===== src/rtl/fb_scanout_reader.sv =====
// ---------------------------------------------------------------------------
// fb_scanout_reader
//   Reads one FB_WIDTH x FB_HEIGHT frame in raster order from a synchronous
//   fixed-latency framebuffer RAM. The pixels go out as a valid/ready stream
//   tagged with start-of-frame and end-of-line. A small output FIFO absorbs the
//   RAM latency. A read is issued only while FIFO occupancy plus reads in
//   flight is below FIFO_DEPTH. Every returning word therefore has a FIFO
//   slot, and backpressure never drops read data.
//
// Ports
//   clk, rst         clock; asynchronous active-high reset
//   frame_start      pulse that starts a frame (honoured only when idle)
//   buffer_sel       front buffer select, latched at frame start
//   fb_read_addr     RAM read address (0 when not strobing)
//   fb_read_enable   RAM read strobe
//   fb_read_data     RAM data, READ_LATENCY cycles after the strobe
//   pixel_data       stream pixel (FIFO head)
//   pixel_valid      stream valid (FIFO not empty)
//   pixel_ready      stream ready; a transfer happens on valid && ready
//   pixel_sof        head pixel is (0,0)
//   pixel_eol        head pixel is the last one of its line
//   busy             frame in progress
//   frame_done       one-cycle pulse after the last pixel has transferred
// ---------------------------------------------------------------------------
module fb_scanout_reader #(
    parameter int FB_WIDTH      = 160,
    parameter int FB_HEIGHT     = 120,
    parameter int FB_ADDR_WIDTH = 16,
    parameter int COLOR_WIDTH   = 12,
    parameter int READ_LATENCY  = 1,
    parameter int FIFO_DEPTH    = 4
) (
    input  logic                     clk,
    input  logic                     rst,
    input  logic                     frame_start,
    input  logic                     buffer_sel,
    output logic [FB_ADDR_WIDTH-1:0] fb_read_addr,
    output logic                     fb_read_enable,
    input  logic [COLOR_WIDTH-1:0]   fb_read_data,
    output logic [COLOR_WIDTH-1:0]   pixel_data,
    output logic                     pixel_valid,
    input  logic                     pixel_ready,
    output logic                     pixel_sof,
    output logic                     pixel_eol,
    output logic                     busy,
    output logic                     frame_done
);

    localparam int XW = (FB_WIDTH > 1) ? $clog2(FB_WIDTH) : 1;
    localparam int YW = (FB_HEIGHT > 1) ? $clog2(FB_HEIGHT) : 1;
    localparam int PW = (FIFO_DEPTH > 1) ? $clog2(FIFO_DEPTH) : 1;
    localparam int CW = $clog2(FIFO_DEPTH + 1);

    localparam logic [XW-1:0]            X_LAST    = XW'(FB_WIDTH - 1);
    localparam logic [YW-1:0]            Y_LAST    = YW'(FB_HEIGHT - 1);
    localparam logic [PW-1:0]            PTR_LAST  = PW'(FIFO_DEPTH - 1);
    localparam logic [CW:0]              DEPTH_C   = (CW + 1)'(FIFO_DEPTH);
    localparam logic [FB_ADDR_WIDTH-1:0] BUF1_BASE = FB_ADDR_WIDTH'(FB_WIDTH * FB_HEIGHT);

    typedef enum logic [1:0] {
        S_IDLE,
        S_READ,
        S_DRAIN
    } state_t;

    state_t state, state_nxt;

    logic [FB_ADDR_WIDTH-1:0] addr;
    logic [XW-1:0]            x;
    logic [YW-1:0]            y;
    logic [CW-1:0]            fifo_count;
    logic [CW-1:0]            inflight;

    // Strobe and tags travel alongside the RAM access. The last stage marks
    // the cycle in which fb_read_data holds the matching word.
    logic [READ_LATENCY-1:0]  vld_pipe;
    logic [READ_LATENCY-1:0]  sof_pipe;
    logic [READ_LATENCY-1:0]  eol_pipe;

    // FIFO entry layout: {sof, eol, data}
    logic [COLOR_WIDTH+1:0]   fifo_mem [FIFO_DEPTH];
    logic [PW-1:0]            wr_ptr;
    logic [PW-1:0]            rd_ptr;

    logic issue;
    logic push;
    logic pop;
    logic fifo_empty;

    assign push       = vld_pipe[READ_LATENCY-1];
    assign fifo_empty = (fifo_count == '0);
    assign pop        = pixel_valid && pixel_ready;

    // ------------------------------------------------------------------
    // FSM
    // ------------------------------------------------------------------
    always_ff @(posedge clk or posedge rst) begin
        if (rst) begin
            state <= S_IDLE;
        end else begin
            // NOTE: registers take non-blocking assignments, so every flop
            // samples pre-edge values no matter in which order the blocks run.
            state <= state_nxt;
        end
    end

    always_comb begin
        // NOTE: every output gets a default first. Without one, a branch that
        // skips an assignment would infer a latch.
        state_nxt  = state;
        issue      = 1'b0;
        frame_done = 1'b0;
        case (state)
            S_IDLE: begin
                if (frame_start) state_nxt = S_READ;
            end
            S_READ: begin
                issue = ({1'b0, fifo_count} + {1'b0, inflight}) < DEPTH_C;
                if (issue && x == X_LAST && y == Y_LAST) state_nxt = S_DRAIN;
            end
            S_DRAIN: begin
                if (inflight == '0 && fifo_empty) begin
                    frame_done = 1'b1;
                    state_nxt  = S_IDLE;
                end
            end
            default: state_nxt = S_IDLE;
        endcase
    end

    assign busy           = (state != S_IDLE);
    assign fb_read_enable = issue;
    assign fb_read_addr   = issue ? addr : '0;

    // ------------------------------------------------------------------
    // Raster address / position counters and tag pipeline
    // ------------------------------------------------------------------
    always_ff @(posedge clk or posedge rst) begin
        if (rst) begin
            addr     <= '0;
            x        <= '0;
            y        <= '0;
            vld_pipe <= '0;
            sof_pipe <= '0;
            eol_pipe <= '0;
            inflight <= '0;
        end else begin
            // Latch the base address here. Later buffer_sel changes are ignored.
            if (state == S_IDLE && frame_start) begin
                addr <= buffer_sel ? BUF1_BASE : '0;
                x    <= '0;
                y    <= '0;
            end else if (issue) begin
                addr <= addr + FB_ADDR_WIDTH'(1);
                if (x == X_LAST) begin
                    x <= '0;
                    y <= y + YW'(1);
                end else begin
                    x <= x + XW'(1);
                end
            end

            vld_pipe[0] <= issue;
            sof_pipe[0] <= (x == '0) && (y == '0);
            eol_pipe[0] <= (x == X_LAST);
            for (int i = 1; i < READ_LATENCY; i++) begin
                vld_pipe[i] <= vld_pipe[i-1];
                sof_pipe[i] <= sof_pipe[i-1];
                eol_pipe[i] <= eol_pipe[i-1];
            end

            case ({issue, push})
                2'b10:   inflight <= inflight + CW'(1);
                2'b01:   inflight <= inflight - CW'(1);
                default: inflight <= inflight;
            endcase
        end
    end

    // ------------------------------------------------------------------
    // Output FIFO
    // ------------------------------------------------------------------
    always_ff @(posedge clk or posedge rst) begin
        if (rst) begin
            wr_ptr     <= '0;
            rd_ptr     <= '0;
            fifo_count <= '0;
        end else begin
            if (push) wr_ptr <= (wr_ptr == PTR_LAST) ? '0 : wr_ptr + PW'(1);
            if (pop)  rd_ptr <= (rd_ptr == PTR_LAST) ? '0 : rd_ptr + PW'(1);
            case ({push, pop})
                2'b10:   fifo_count <= fifo_count + CW'(1);
                2'b01:   fifo_count <= fifo_count - CW'(1);
                default: fifo_count <= fifo_count;
            endcase
        end
    end

    // NOTE: the storage array has no reset. Entries are only read when
    // fifo_count says they are valid, so clearing the pointers is enough.
    always_ff @(posedge clk) begin
        if (push) fifo_mem[wr_ptr] <= {sof_pipe[READ_LATENCY-1], eol_pipe[READ_LATENCY-1], fb_read_data};
    end

    // Force the outputs to zero while empty. Stale storage words never show.
    assign pixel_valid = !fifo_empty;
    assign {pixel_sof, pixel_eol, pixel_data} = pixel_valid ? fifo_mem[rd_ptr] : '0;

endmodule


===== config.mk =====
export PLATFORM = sky130hd
export DESIGN_NAME = fb_scanout_reader
export DESIGN_NICKNAME = d
export VERILOG_FILES = /design/src/rtl/fb_scanout_reader.sv
export SDC_FILE = /design/constraint.sdc
export NUM_CORES = 1
export LEC_CHECK = 0
export ABC_AREA = 1
export BUFFER_PORTS_ARGS = -buffer_cell sky130_fd_sc_hd__buf_2
export CORE_ASPECT_RATIO = 2
export CORE_MARGIN = 10
export CORE_UTILIZATION = 29
export CTS_CLUSTER_SIZE = 20
export DETAILED_ROUTE_END_ITERATION = 12
export PLACE_DENSITY = 0.56
export SLEW_MARGIN = 20
export SYNTH_ARGS = -nofsm -noshare
export SYNTH_HDL_FRONTEND = slang
export SYNTH_SLANG_ARGS = --single-unit

===== constraint.sdc =====
create_clock -name clk -period 2.67 [get_ports clk]
set_input_delay 0.6675 -clock clk [delete_from_list [all_inputs] [get_ports clk]]
set_output_delay 0.6675 -clock clk [all_outputs]
set_load 0.05 [all_outputs]

==> qor.txt <==
Max-cap violations = 0
Slew Limit Fails = 0
Cell Area, Synth = 5020 sq um
F_max = 390 MHz
Final nets = 649
CTS clk-pin slew, worst paths = 0.08 ns
Finished Core Util = 34.7%
Top cell by count, worst path = buf_6
Syn_nets = 586
Worst VDD drop = 1.05 mV
Die area = 23,300 sq um
Outcome = complete, no violations
Setup CP Type = flop to output port
Slowest cell on crit path = dfrtp_1
N_diodes = 0
Synth area leader = edfxtp_1
Initial antenna violation count = 0
Startpoint type of the worst setup path = flop
Avg Inst Size Synth = 9.08 sq um
Layout Cells excl Fill = 831
Slew HR = 55.2%
Largest family of logic cells by synthesized area = simple AND/OR/NAND/NOR gates
Pin count of the biggest net entering global routing = 30
Htree depth = 3
Slowest stage delay, CP = 0.41 ns
Largest cells by area after synthesis = edfxtp_1 (33%), dfrtp_1 (23%), nor2_1 (8.0%), nand2_1 (6.4%), o21ai_0 (5.2%)
DRC viols = 0
First-pass GRT wire length = 19,000 microns
Top-count cell post-synth = nor2_1
Pwr Total = 7.57 mW
Unique masters post-synth = 34
Final hold vios = 0
Routability Congestion = 0.811
Total Wirelength = 11,400 microns
HP Class = input port to async pin
CP endpoint kind = output port
Die span in x = 113 microns
Initial Util = 29.4%
Worst endpoint data arrival time = 1.90 ns
Cell count after synthesis = 553
Smallest hold slack = 0.364 ns
CTS Buf Count = 9
Placed insts = 809
Post-synth EDFFs = 56
# IOs = 51
Via Count = 3,807
Top FF cell, synth = edfxtp_1
Share of the synthesized area in the top cell type = 33.5%
Post-Synth XOR/XNOR Area = 1.05%
Compound-Gate Fraction of Synth Area = 9.07%
DRT iter0 DRCs = 173
Synth Area in Simple Gates = 21.5%
Synthesized flop and latch total = 102
Global Route Usage Sum = 9.89%
Post-DP HPWL = 8030 microns
Slew @ Worst Pin = 0.672 ns
Share of cells above drive strength 1 = 17.4%
# rows = 68
CTS tree = built
Worst Path Required = 2.00 ns
Worst-Skew Late Latency = 0.35 ns
Root Driver = clkbuf_16
DR vias/cell = 4.58
Final Skew = 0.0150 ns
Yosys synthesis warning count = 0
Max FO, Critical Path = 8
ANT nets after route = 0
Initial DRT Pass Iterations = 4
Die H = 206 microns
Total negative slack = 0 ns
Lkg Pwr = 2.61 nW
Post-synthesis sequential area ratio = 56.4%
Per-cell routed wire length = 13.7 microns
Final period util = 96.0%
PwrDens = 1280 nW/um^2
CTS Buffer Depth = 2
Synth Area in Adders = 4.29%
Crit-path cells = ha_1, nor2_4, nand3_4, buf_6, nor2_1, buf_6
Final Critical Period = 2.56 ns
CTS sink count = 102
Vias in the first global route = 3,780
Post-synthesis mux area share = 0.224%
Gr ovfl total = 0
Area delta synth->final = 18.2%
Core area = 17,100 sq um
Port-buffer cells = 50
Synth top cells by count = nor2_1 (107), nand2_1 (86), inv_1 (66)
Final Setup Violations = 0
FFs w/ async S/R, synth = 45.1%
==> state kept, by name (all words and copies together), names as in the netlist <==
| signal | cells |
|---|---|
| addr | 16 |
| eol_pipe | 1 |
| fifo_count | 3 |
| fifo_mem | 56 |
| inflight | 3 |
| push | 1 |
| rd_ptr | 2 |
| sof_pipe | 1 |
| state | 2 |
| wr_ptr | 2 |
| x | 8 |
| y | 7 |
==> path summary, 6_finish.rpt <==
kind / startpoint / end / slack, ns / depth (start not counted)
worst min register to register: sof_pipe / fifo_mem[3][13] / 0.49 / 0
worst max register to register: fifo_count[2] / inflight[2] / 0.27 / 9
max in group asynchronous: rst / eol_pipe / 1.70 / 3
worst min-delay path: rst / y[4] / 0.36 / 2
min in group clk: sof_pipe / fifo_mem[3][13] / 0.49 / 0
worst max-delay path: fifo_count[2] / fb_read_addr[1] / 0.11 / 6
==> per-stage QoR <==
stage	instance area, sq um	setup WS [ns]
floorplan	5020	0.0757
global placement	5530	0.236
detailed placement	5530	0.178
CTS	5880	0.0150
global route	5930	-0.0140
finish	5930	0.107
==> critical path: cells and delay by family, from the launching register on <==
kind / cells / cell delay [ns]
and+or+nand+nor: 3 / 0.45
DFF: 1 / 0.41
adders and majority gates: 1 / 0.35
buffers and inverters: 2 / 0.34
==> kinds of logic (layout without fill, tap and decap cells) <==
| kind of cell | after synthesis | in the layout |
|---|---|---|
| flip-flops | 102 | 102 |
| multiplexers | 1 | 1 |
| AND/OR/NAND/NOR | 253 | 254 |
| buffers and inverters | 88 | 155 |
| AO/OA/AOI/OAI | 87 | 87 |
| adder cells (fa/ha/maj) | 16 | 16 |
| XOR/XNOR | 6 | 6 |
==> per-layer routing <==
| metal | routed length [microns] | track usage [%] |
|---|---|---|
| met1 | 5340 | 12.8 |
| met2 | 5510 | 16.1 |
| met3 | 429 | 2.09 |
| met4 | 143 | 3.14 |
| met5 | 0 | 0 |
==> timing repair <==
item,4_1_cts,5_1_grt
setup buffers,0,5
hold buffers,0,0
pin swaps,0,1
gates cloned,0,1
setup endpoints to repair,17,10
resized for setup,9,2
==> layout make-up <==
| cell class | instances | area, sq um |
|---|---|---|
| clock buffers | 9 | 225 |
| inverters | 70 | 263 |
| fillers | 1736 | 11200 |
| clock inverters | 7 | 93.8 |
| repair buffers | 69 | 419 |
| flip-flops and latches | 102 | 2830 |
| multi-input cells | 364 | 1840 |
| well taps | 210 | 263 |
==> layout by cell type (no fill, tap or decap) <==
master	instances
edfxtp_1	56
ha_1	14
inv_2	5
a21oi_1	24
nor3_2	1
nor2_2	4
dfrtp_1	46
nor2_4	2
or2_4	1
nor2_1	107
inv_8	4
nand4_1	12
clkinv_8	1
o31ai_1	1
o22ai_1	1
nand3b_1	1
nor3_1	8
a21boi_1	1
o21ai_1	4
inv_12	2
nand2_1	86
buf_6	3
nand2_2	2
o21bai_1	1
buf_2	44
o21ai_2	3
nand3_1	26
fa_1	2
o21ai_0	52
xnor2_1	4
mux2_2	1
clkbuf_16	9
nand3_2	3
buf_4	22
xor2_1	2
inv_1	65
nand3_4	1
==> power by group <==
part | internal, mW | leakage (nW) | switching, mW
clock | 0.694 | 0.157 | 0.699
sequential | 2.04 | 1.07 | 0.251
combinational | 1.13 | 1.38 | 2.76
total | 3.87 | 2.61 | 3.71
(Power assumes the default switching activity.)
